## src/rtl/time_of_day_counter.sv

```systemverilog
// BCD hh:mm:ss time-of-day counter advanced by a 1 Hz tick, with a valid/ready set port.
// Optional alarm compare (alarm_time / alarm_hit) is built when TOD_ALARM_EN is defined.
module time_of_day_counter #(
  parameter int HOUR_WRAP = 24
) (
  input  logic        clk,
  input  logic        rst_n,
  input  logic        tick,
  input  logic        run,
  input  logic        set_valid,
  output logic        set_ready,
  input  logic [23:0] set_time,
  output logic        set_err,
  output logic [23:0] time_bcd,
  output logic        sec_pulse,
  output logic        day_wrap
`ifdef TOD_ALARM_EN
  ,
  input  logic [23:0] alarm_time,
  output logic        alarm_hit
`endif
);

  // state   | meaning
  // STOPPED | time held, ticks ignored, set accepted
  // RUNNING | ticks advance time, set accepted
  // LOADING | captured set value validated and applied; ticks discarded

  if (HOUR_WRAP != 24 && HOUR_WRAP != 12) begin : g_bad_hour_wrap
    $error("time_of_day_counter: HOUR_WRAP must be 24 or 12");
  end

  localparam logic [7:0] HOUR_MAX = (HOUR_WRAP == 12) ? 8'h11 : 8'h23;
  localparam logic [7:0] HOUR_LIM = (HOUR_WRAP == 12) ? 8'd12 : 8'd24;

  typedef enum logic [1:0] {STOPPED, RUNNING, LOADING} state_e;

  state_e      state_q, state_d;
  logic        ready_q, ready_d;
  logic [23:0] cap_q, cap_d;
  logic [23:0] time_q, time_d;
  logic        err_q, err_d;
  logic        sec_q, sec_d;
  logic        wrap_q, wrap_d;
  logic [23:0] next_time;
  logic        inc;
  logic        hs;

  function automatic logic [23:0] tod_inc(input logic [23:0] t);
    logic [3:0] ht, ho, mt, mo, st, so;
    {ht, ho, mt, mo, st, so} = t;
    if (so != 4'd9) so = so + 4'd1;
    else begin
      so = 4'd0;
      if (st != 4'd5) st = st + 4'd1;
      else begin
        st = 4'd0;
        if (mo != 4'd9) mo = mo + 4'd1;
        else begin
          mo = 4'd0;
          if (mt != 4'd5) mt = mt + 4'd1;
          else begin
            mt = 4'd0;
            if ({ht, ho} == HOUR_MAX) {ht, ho} = 8'h00;
            else if (ho != 4'd9) ho = ho + 4'd1;
            else begin
              ho = 4'd0;
              ht = ht + 4'd1;
            end
          end
        end
      end
    end
    return {ht, ho, mt, mo, st, so};
  endfunction

  function automatic logic tod_valid(input logic [23:0] t);
    logic       ok;
    logic [7:0] hval;
    ok = 1'b1;
    for (int i = 0; i < 6; i++) begin
      if (t[i*4 +: 4] > 4'd9) ok = 1'b0;
    end
    if (t[7:4] > 4'd5 || t[15:12] > 4'd5) ok = 1'b0;
    hval = {4'd0, t[23:20]} * 8'd10 + {4'd0, t[19:16]};
    if (hval >= HOUR_LIM) ok = 1'b0;
    return ok;
  endfunction

  assign set_ready = ready_q && (state_q != LOADING);
  assign hs        = set_valid && set_ready;
  assign next_time = tod_inc(time_q);

  always_comb begin
    state_d = state_q;
    ready_d = 1'b1;
    cap_d   = cap_q;
    time_d  = time_q;
    err_d   = 1'b0;
    sec_d   = 1'b0;
    wrap_d  = 1'b0;
    inc     = 1'b0;
    case (state_q)
      LOADING: begin
        if (tod_valid(cap_q)) time_d = cap_q;
        else                  err_d  = 1'b1;
        state_d = run ? RUNNING : STOPPED;
      end
      default: begin
        // a set request wins over a coincident tick; that second is lost
        if (hs) begin
          cap_d   = set_time;
          state_d = LOADING;
        end else begin
          inc     = (state_q == RUNNING) && run && tick;
          state_d = run ? RUNNING : STOPPED;
        end
      end
    endcase
    if (inc) begin
      time_d = next_time;
      sec_d  = 1'b1;
      wrap_d = (next_time == 24'h000000);
    end
  end

  always_ff @(posedge clk or negedge rst_n) begin
    if (!rst_n) begin
      state_q <= STOPPED;
      ready_q <= 1'b0;
      cap_q   <= 24'h000000;
      time_q  <= 24'h000000;
      err_q   <= 1'b0;
      sec_q   <= 1'b0;
      wrap_q  <= 1'b0;
    end else begin
      state_q <= state_d;
      ready_q <= ready_d;
      cap_q   <= cap_d;
      time_q  <= time_d;
      err_q   <= err_d;
      sec_q   <= sec_d;
      wrap_q  <= wrap_d;
    end
  end

  assign time_bcd  = time_q;
  assign set_err   = err_q;
  assign sec_pulse = sec_q;
  assign day_wrap  = wrap_q;

`ifdef TOD_ALARM_EN
  logic hit_q, hit_d;

  // only tick-driven increments can fire; a set load never does
  assign hit_d = inc && (next_time == alarm_time);

  always_ff @(posedge clk or negedge rst_n) begin
    if (!rst_n) hit_q <= 1'b0;
    else        hit_q <= hit_d;
  end

  assign alarm_hit = hit_q;
`endif

endmodule

```

## config.mk

```make
export PLATFORM = sky130hd
export DESIGN_NAME = time_of_day_counter
export DESIGN_NICKNAME = d
export VERILOG_FILES = /design/src/rtl/time_of_day_counter.sv
export SDC_FILE = /design/constraint.sdc
export NUM_CORES = 1
export LEC_CHECK = 0
export ABC_CLOCK_PERIOD_IN_PS = 10000
export CAP_MARGIN = 20
export CORE_MARGIN = 4
export CORE_UTILIZATION = 57
export DETAILED_ROUTE_END_ITERATION = 7
export PLACE_DENSITY = 0.92
export SYNTH_ARGS = -nofsm -noshare
export SYNTH_HDL_FRONTEND = slang
export SYNTH_SLANG_ARGS = --single-unit
```

## constraint.sdc

```tcl
create_clock -name clk -period 10 [get_ports clk]
set_clock_uncertainty 0.2 [all_clocks]
set_input_delay 2 -clock clk [delete_from_list [all_inputs] [get_ports clk]]
set_output_delay 2 -clock clk [all_outputs]
set_load 0.03 [all_outputs]
```

======== Word-level counts from Yosys, hierarchy flattened ========
Index checks and enable logic that the tools add are counted.
word-level totals
  word-level logic and storage cells ...... 87
  flip-flop bits (word level) ............. 54
cells by class
  equal/unequal tests ..................... 9
  mux-type cells .......................... 43
  $add $sub $neg .......................... 7
  $mul .................................... 1
  bitwise logic cells ..................... 1
  reduce and logical (&&, ||, !) cells .... 10
  order comparisons ....................... 9
operator list
  kind                   count
  $mux W4                22
  $mux W24               3
  $add A4 B1 Y4 const B  6
  $gt A4 B4 Y1 const B   6
  $logic_not A24 Y1      1
  $mux W1                16
  $ne A4 B4 Y1 const B   3
  $add A8 B4 Y8          1
  $eq A8 B6 Y1 const B   1
  $ge A8 B5 Y1 const B   1
  $gt A4 B3 Y1 const B   2
  $ne A4 B3 Y1 const B   2
  $mul A4 B3 Y7 const B  1
  $logic_and A1 B1 Y1    4
  $mux W2                2
  $reduce_and A2 Y1      2
  $reduce_bool A2 Y1     2
  $eq A2 B1 Y1 const B   1
  $eq A2 B2 Y1 const B   1
  $ne A2 B2 Y1 const B   1
  $logic_or A1 B1 Y1     1
  $not A1 Y1             1

======== Longest topological paths before layout ========
  depth in word-level cells ............... 13
  gate-level depth with buffers ........... 10
  gate-level depth less buffers ........... 9

======== Least setup slack after synthesis ========
No wires, ideal clock.
  kind .................................... input-to-reg
  start ................................... input run
  end ..................................... register time_q[15], in the netlist time_bcd[15]
  setup slack ............................. 6614 ps
  data arrival time ....................... 3045 ps
  library setup time ...................... 141 ps
  stages on the path ...................... 7
  data required time ...................... 9659 ps
  buffers on the path ..................... 2
  cells stage by stage .................... nand4b_1 a21o_1 clkbuf_1 clkbuf_1 a31oi_1 o21ai_0 o21ai_0
on the way
  word-level cells in the longest chain between the ends .. 6
  elaborated cells between the ends (all ways) .. 8
RTL lines
  item                                   RTL line  text
  from (decl)                            9         input logic run,
  $logic_and A1 B1 Y1 (*) (2 in series)  115       inc = (state_q == RUNNING) && run && tick;
  $mux W1 (*)                            111       if (hs) begin
  $mux W1 (*)                            103       case (state_q)
  $reduce_bool A2 Y1 (no source line)    -
  $reduce_and A2 Y1 (no source line)     -
  to (signal assigned)                   140       time_q <= time_d;
  to (decl)                              41        logic [23:0] time_q, time_d;
Mark *: on every way between the ends. The rest lies on a longest branch, timed or not.
A chain may end at the register's enable or synchronous reset.

======== Worst setup path after layout ========
  start ................................... input run
  end ..................................... register time_q[4], in the netlist time_bcd[4]
Same word-level chain as after synthesis.

==> summary.md <==
| Metric | Value |
|---|---|
| Ant diodes | 0 |
| WP data required | 10.01 ns |
| Syn Area/Cell | 9.85 um^2 |
| Flop pwr share | 0.445 |
| Core box area | 0.00557 mm^2 |
| Via density per instance | 6.34 |
| Final ANT Viol Nets | 0 |
| Detailed-route wire length per cell | 17.3 um |
| Hold Buf Count CTS | 0 |
| Comb power frac | 0.379 |
| 1st-pass router iterations | 5 |
| Switching Fraction | 0.398 |
| Placer congestion estimate | 0.962 |
| Syn nets | 378 |
| Placed cell area | 0.00389 mm^2 |
| Setup bufs post-CTS | 0 |
| Final setup fails | 0 |
| Fmax | 207 MHz |
| Largest net degree at the start of global routing | 55 |
| DP HPWL | 5610 um |
| DRC Markers | 0 |
| Worst Max-Slew Pin Slew | 1.03 ns |
| P_sw | 0.000281 W |
| H-tree levels | 2 |
| Worst-path clk slew | 0.10 ns |
| Min-delay src | cap_q[12] |
| Critical-path top delay cell | clkinv_1 |
| Area of the mapped netlist | 0.00331 mm^2 |
| CP bufs+invs | 2 |
| Cts repair resizes | 0 |
| CTS tree | done |
| Status | completed |
| Rel. slew slack | 0.306 |
| Nets | 428 |
| Post-layout min period | 4.82 ns |
| RSZ-0062 raised after global routing | no |
| IO Port Bufs | 56 |
| FF-to-FF Start | cap_q[23] |
| DIE WIDTH | 84.2 um |
| Hold Crit Class | reg -> reg |
| Unique masters post-synth | 65 |
| Clock Latency Late Sink | 0.32 ns |
| Yosys warnings | 0 |
| Die Area | 0.00709 mm^2 |
| Sink Count | 54 |
| Total gr overflow | 0 |
| Crit. Startpoint | run |
| Iteration-0 DRC Markers | 361 |
| Sequential element share of the synthesized area | 0.408 |
| EDFF count, synth | 0 |
| Crit start category | input port |
| Max IR drop VDD | 0.119 mV |
| Root buf cell | clkbuf_8 |
| First-pass GRT wire length | 13500 um |
| Ys async rst share | 1.00 |
| Vias in the first global route | 2699 |
| Synth Register Bits | 54 |
| Met2 Track Usage GR | 0.375 |
| GR Util All Layers | 0.234 |
| PD cells | 177 mW/mm^2 |
| Die Height | 84.2 um |
| Critical Path Max Stage Delay | 0.83 ns |
| Grt peak-use layer | met2 |
| Layout cells sized above 1 | 0.119 |
| Clk buf depth | 2 |
| Fin area | 0.00401 mm^2 |
| Ys flop type | dfrtp_1 |
| P_int | 0.000427 W |
| Antenna violations before repair | 0 |
| Crit path cell chain | clkdlybuf4s50_1 -> nand4b_1 -> a21o_1 -> clkinv_1 -> a41o_1 -> a21oi_1 -> nor3_1 |
| Ports | 57 |
| Tcrit/Tclk final | 0.482 |
| Worst Path Arrival | 4.83 ns |
| Global routing usage on met1 | 0.323 |
| Final wirelength | 7930 um |
| Final number of hold-violating endpoints | 0 |
| Number of CTS-inserted buffers | 5 |
| Final slew viol count | 0 |
| Layout overhead on the synthesized area | 21.2% |
| Clock Power Share | 0.176 |
| Family with the most delay on the worst path | compound AO/OA/AOI/OAI gates |
| Pleak | 1.63 nW |
| Met3 global-route usage | 0.0442 |
| Setup TNS Final | 0 ns |
| CP endpoint kind | flip-flop |
| Synth Instances | 336 |
| Max FO, Critical Path | 30 |
| Critical path class | in -> reg |
| Max cap viols | 0 |
| Final Power | 0.000708 W |
| Row Count | 27 |
| Via Count | 2908 |
| Initial Util | 0.594 |
path summary, 6_finish.rpt:
kind,end,slack (ns),cells after the start
min,cap_q[12],0.32,1
max in group asynchronous,time_bcd[3],7.53,2
min in group asynchronous,cap_q[21],1.59,2
min reg2reg,cap_q[12],0.32,1
max,time_bcd[4],5.18,7
max reg2reg,time_bcd[11],6.17,9
metrics by stage:
step	hold WS, ns	util	worst slack (ns)	instances
after global placement	0.292	0.699	4.97	450
after detailed placement	0.299	0.699	4.91	450
after floorplan	0.268	-	6.61	336
after CTS	0.322	0.715	5.24	458
final	0.318	0.720	5.18	459
after global routing	0.333	0.720	5.01	459
Yosys cell counts (6+ instances only):
library cell	n	area, um^2
inv_1	11	41.3
a21oi_1	20	100
a31oi_1	7	43.8
nor2_1	17	63.8
nand2_1	28	105
o21ai_0	33	165
nor3_1	7	35.0
nand3_1	7	35.0
nor4_1	6	37.5
a211oi_1	6	45.0
mux2_2	24	270
clkbuf_1	11	41.3
ha_1	11	138
nor2b_1	6	37.5
dfrtp_1	54	1350
final cells by class:
| class | count | area (um^2) |
|---|---|---|
| Clock inverter | 3 | 21.3 |
| Multi-Input combinational cell | 255 | 1840 |
| Timing Repair Buffer | 58 | 591 |
| Sequential cell | 54 | 1350 |
| Tap cell | 72 | 90.1 |
| Fill cell | 411 | 1560 |
| Clock buffer | 5 | 68.8 |
| Inverter | 12 | 45.0 |
power by group through the flow:
stage          Combinational, W  Clock (W)  Sequential [W]
2_1_floorplan          0.000154          0        0.000332
3_3_place_gp           0.000256          0        0.000316
3_5_place_dp           0.000264          0        0.000317
4_1_cts                0.000266   0.000126        0.000313
5_1_grt                0.000292   0.000139        0.000323
6_report               0.000268   0.000125        0.000315
registers in the layout, indices dropped and copies added, names as in the netlist:
name and count:
cap_q 24, day_wrap 1, ready_q 1, sec_pulse 1
set_err 1, state_q 2, time_bcd 24
per-layer routing:
metal	vias up	routed length, um
met4	0	129
met1	1392	3330
met3	13	633
li1	1370	-
met2	133	3830
met5	-	0
logic make-up (layout without fill, tap and decap cells):
kind of cell / after synthesis / in the layout / share of synthesized area
AOI/OAI and AO/OA: 104 / 104 / 0.218
other: 1 / 1 / 0.00113
buffers and inverters: 27 / 78 / 0.0348
DFF: 54 / 54 / 0.408
and+or+nand+nor: 105 / 105 / 0.180
muxes: 29 / 29 / 0.0968
xor gates and xnor gates: 3 / 3 / 0.00794
adders and majority gates: 13 / 13 / 0.0537
cells in the final DEF, fill, tap and decap left out, types with 2 or more instances in the layout:
| cell type | n |
|---|---|
| a2111oi_0 | 2 |
| a211oi_1 | 6 |
| a21o_1 | 5 |
| a21oi_1 | 20 |
| a221o_1 | 2 |
| a221oi_1 | 2 |
| a2bb2oi_1 | 2 |
| a31oi_1 | 7 |
| a32oi_1 | 4 |
| a41o_1 | 2 |
| and2_1 | 4 |
| and3_1 | 3 |
| and4_1 | 3 |
| and4bb_2 | 2 |
| clkbuf_8 | 5 |
| clkdlybuf4s50_1 | 55 |
| dfrtp_1 | 54 |
| fa_1 | 2 |
| ha_1 | 11 |
| inv_1 | 11 |
| mux2_2 | 24 |
| mux2i_1 | 5 |
| nand2_1 | 28 |
| nand2b_1 | 4 |
| nand3_1 | 7 |
| nand4_1 | 5 |
| nor2_1 | 17 |
| nor2b_1 | 6 |
| nor3_1 | 7 |
| nor4_1 | 6 |
| nor4bb_1 | 2 |
| o211ai_1 | 2 |
| o21ai_0 | 33 |
| o21ai_1 | 2 |
| xor2_1 | 3 |
No activity file was read; power rests on OpenSTA's default activity.
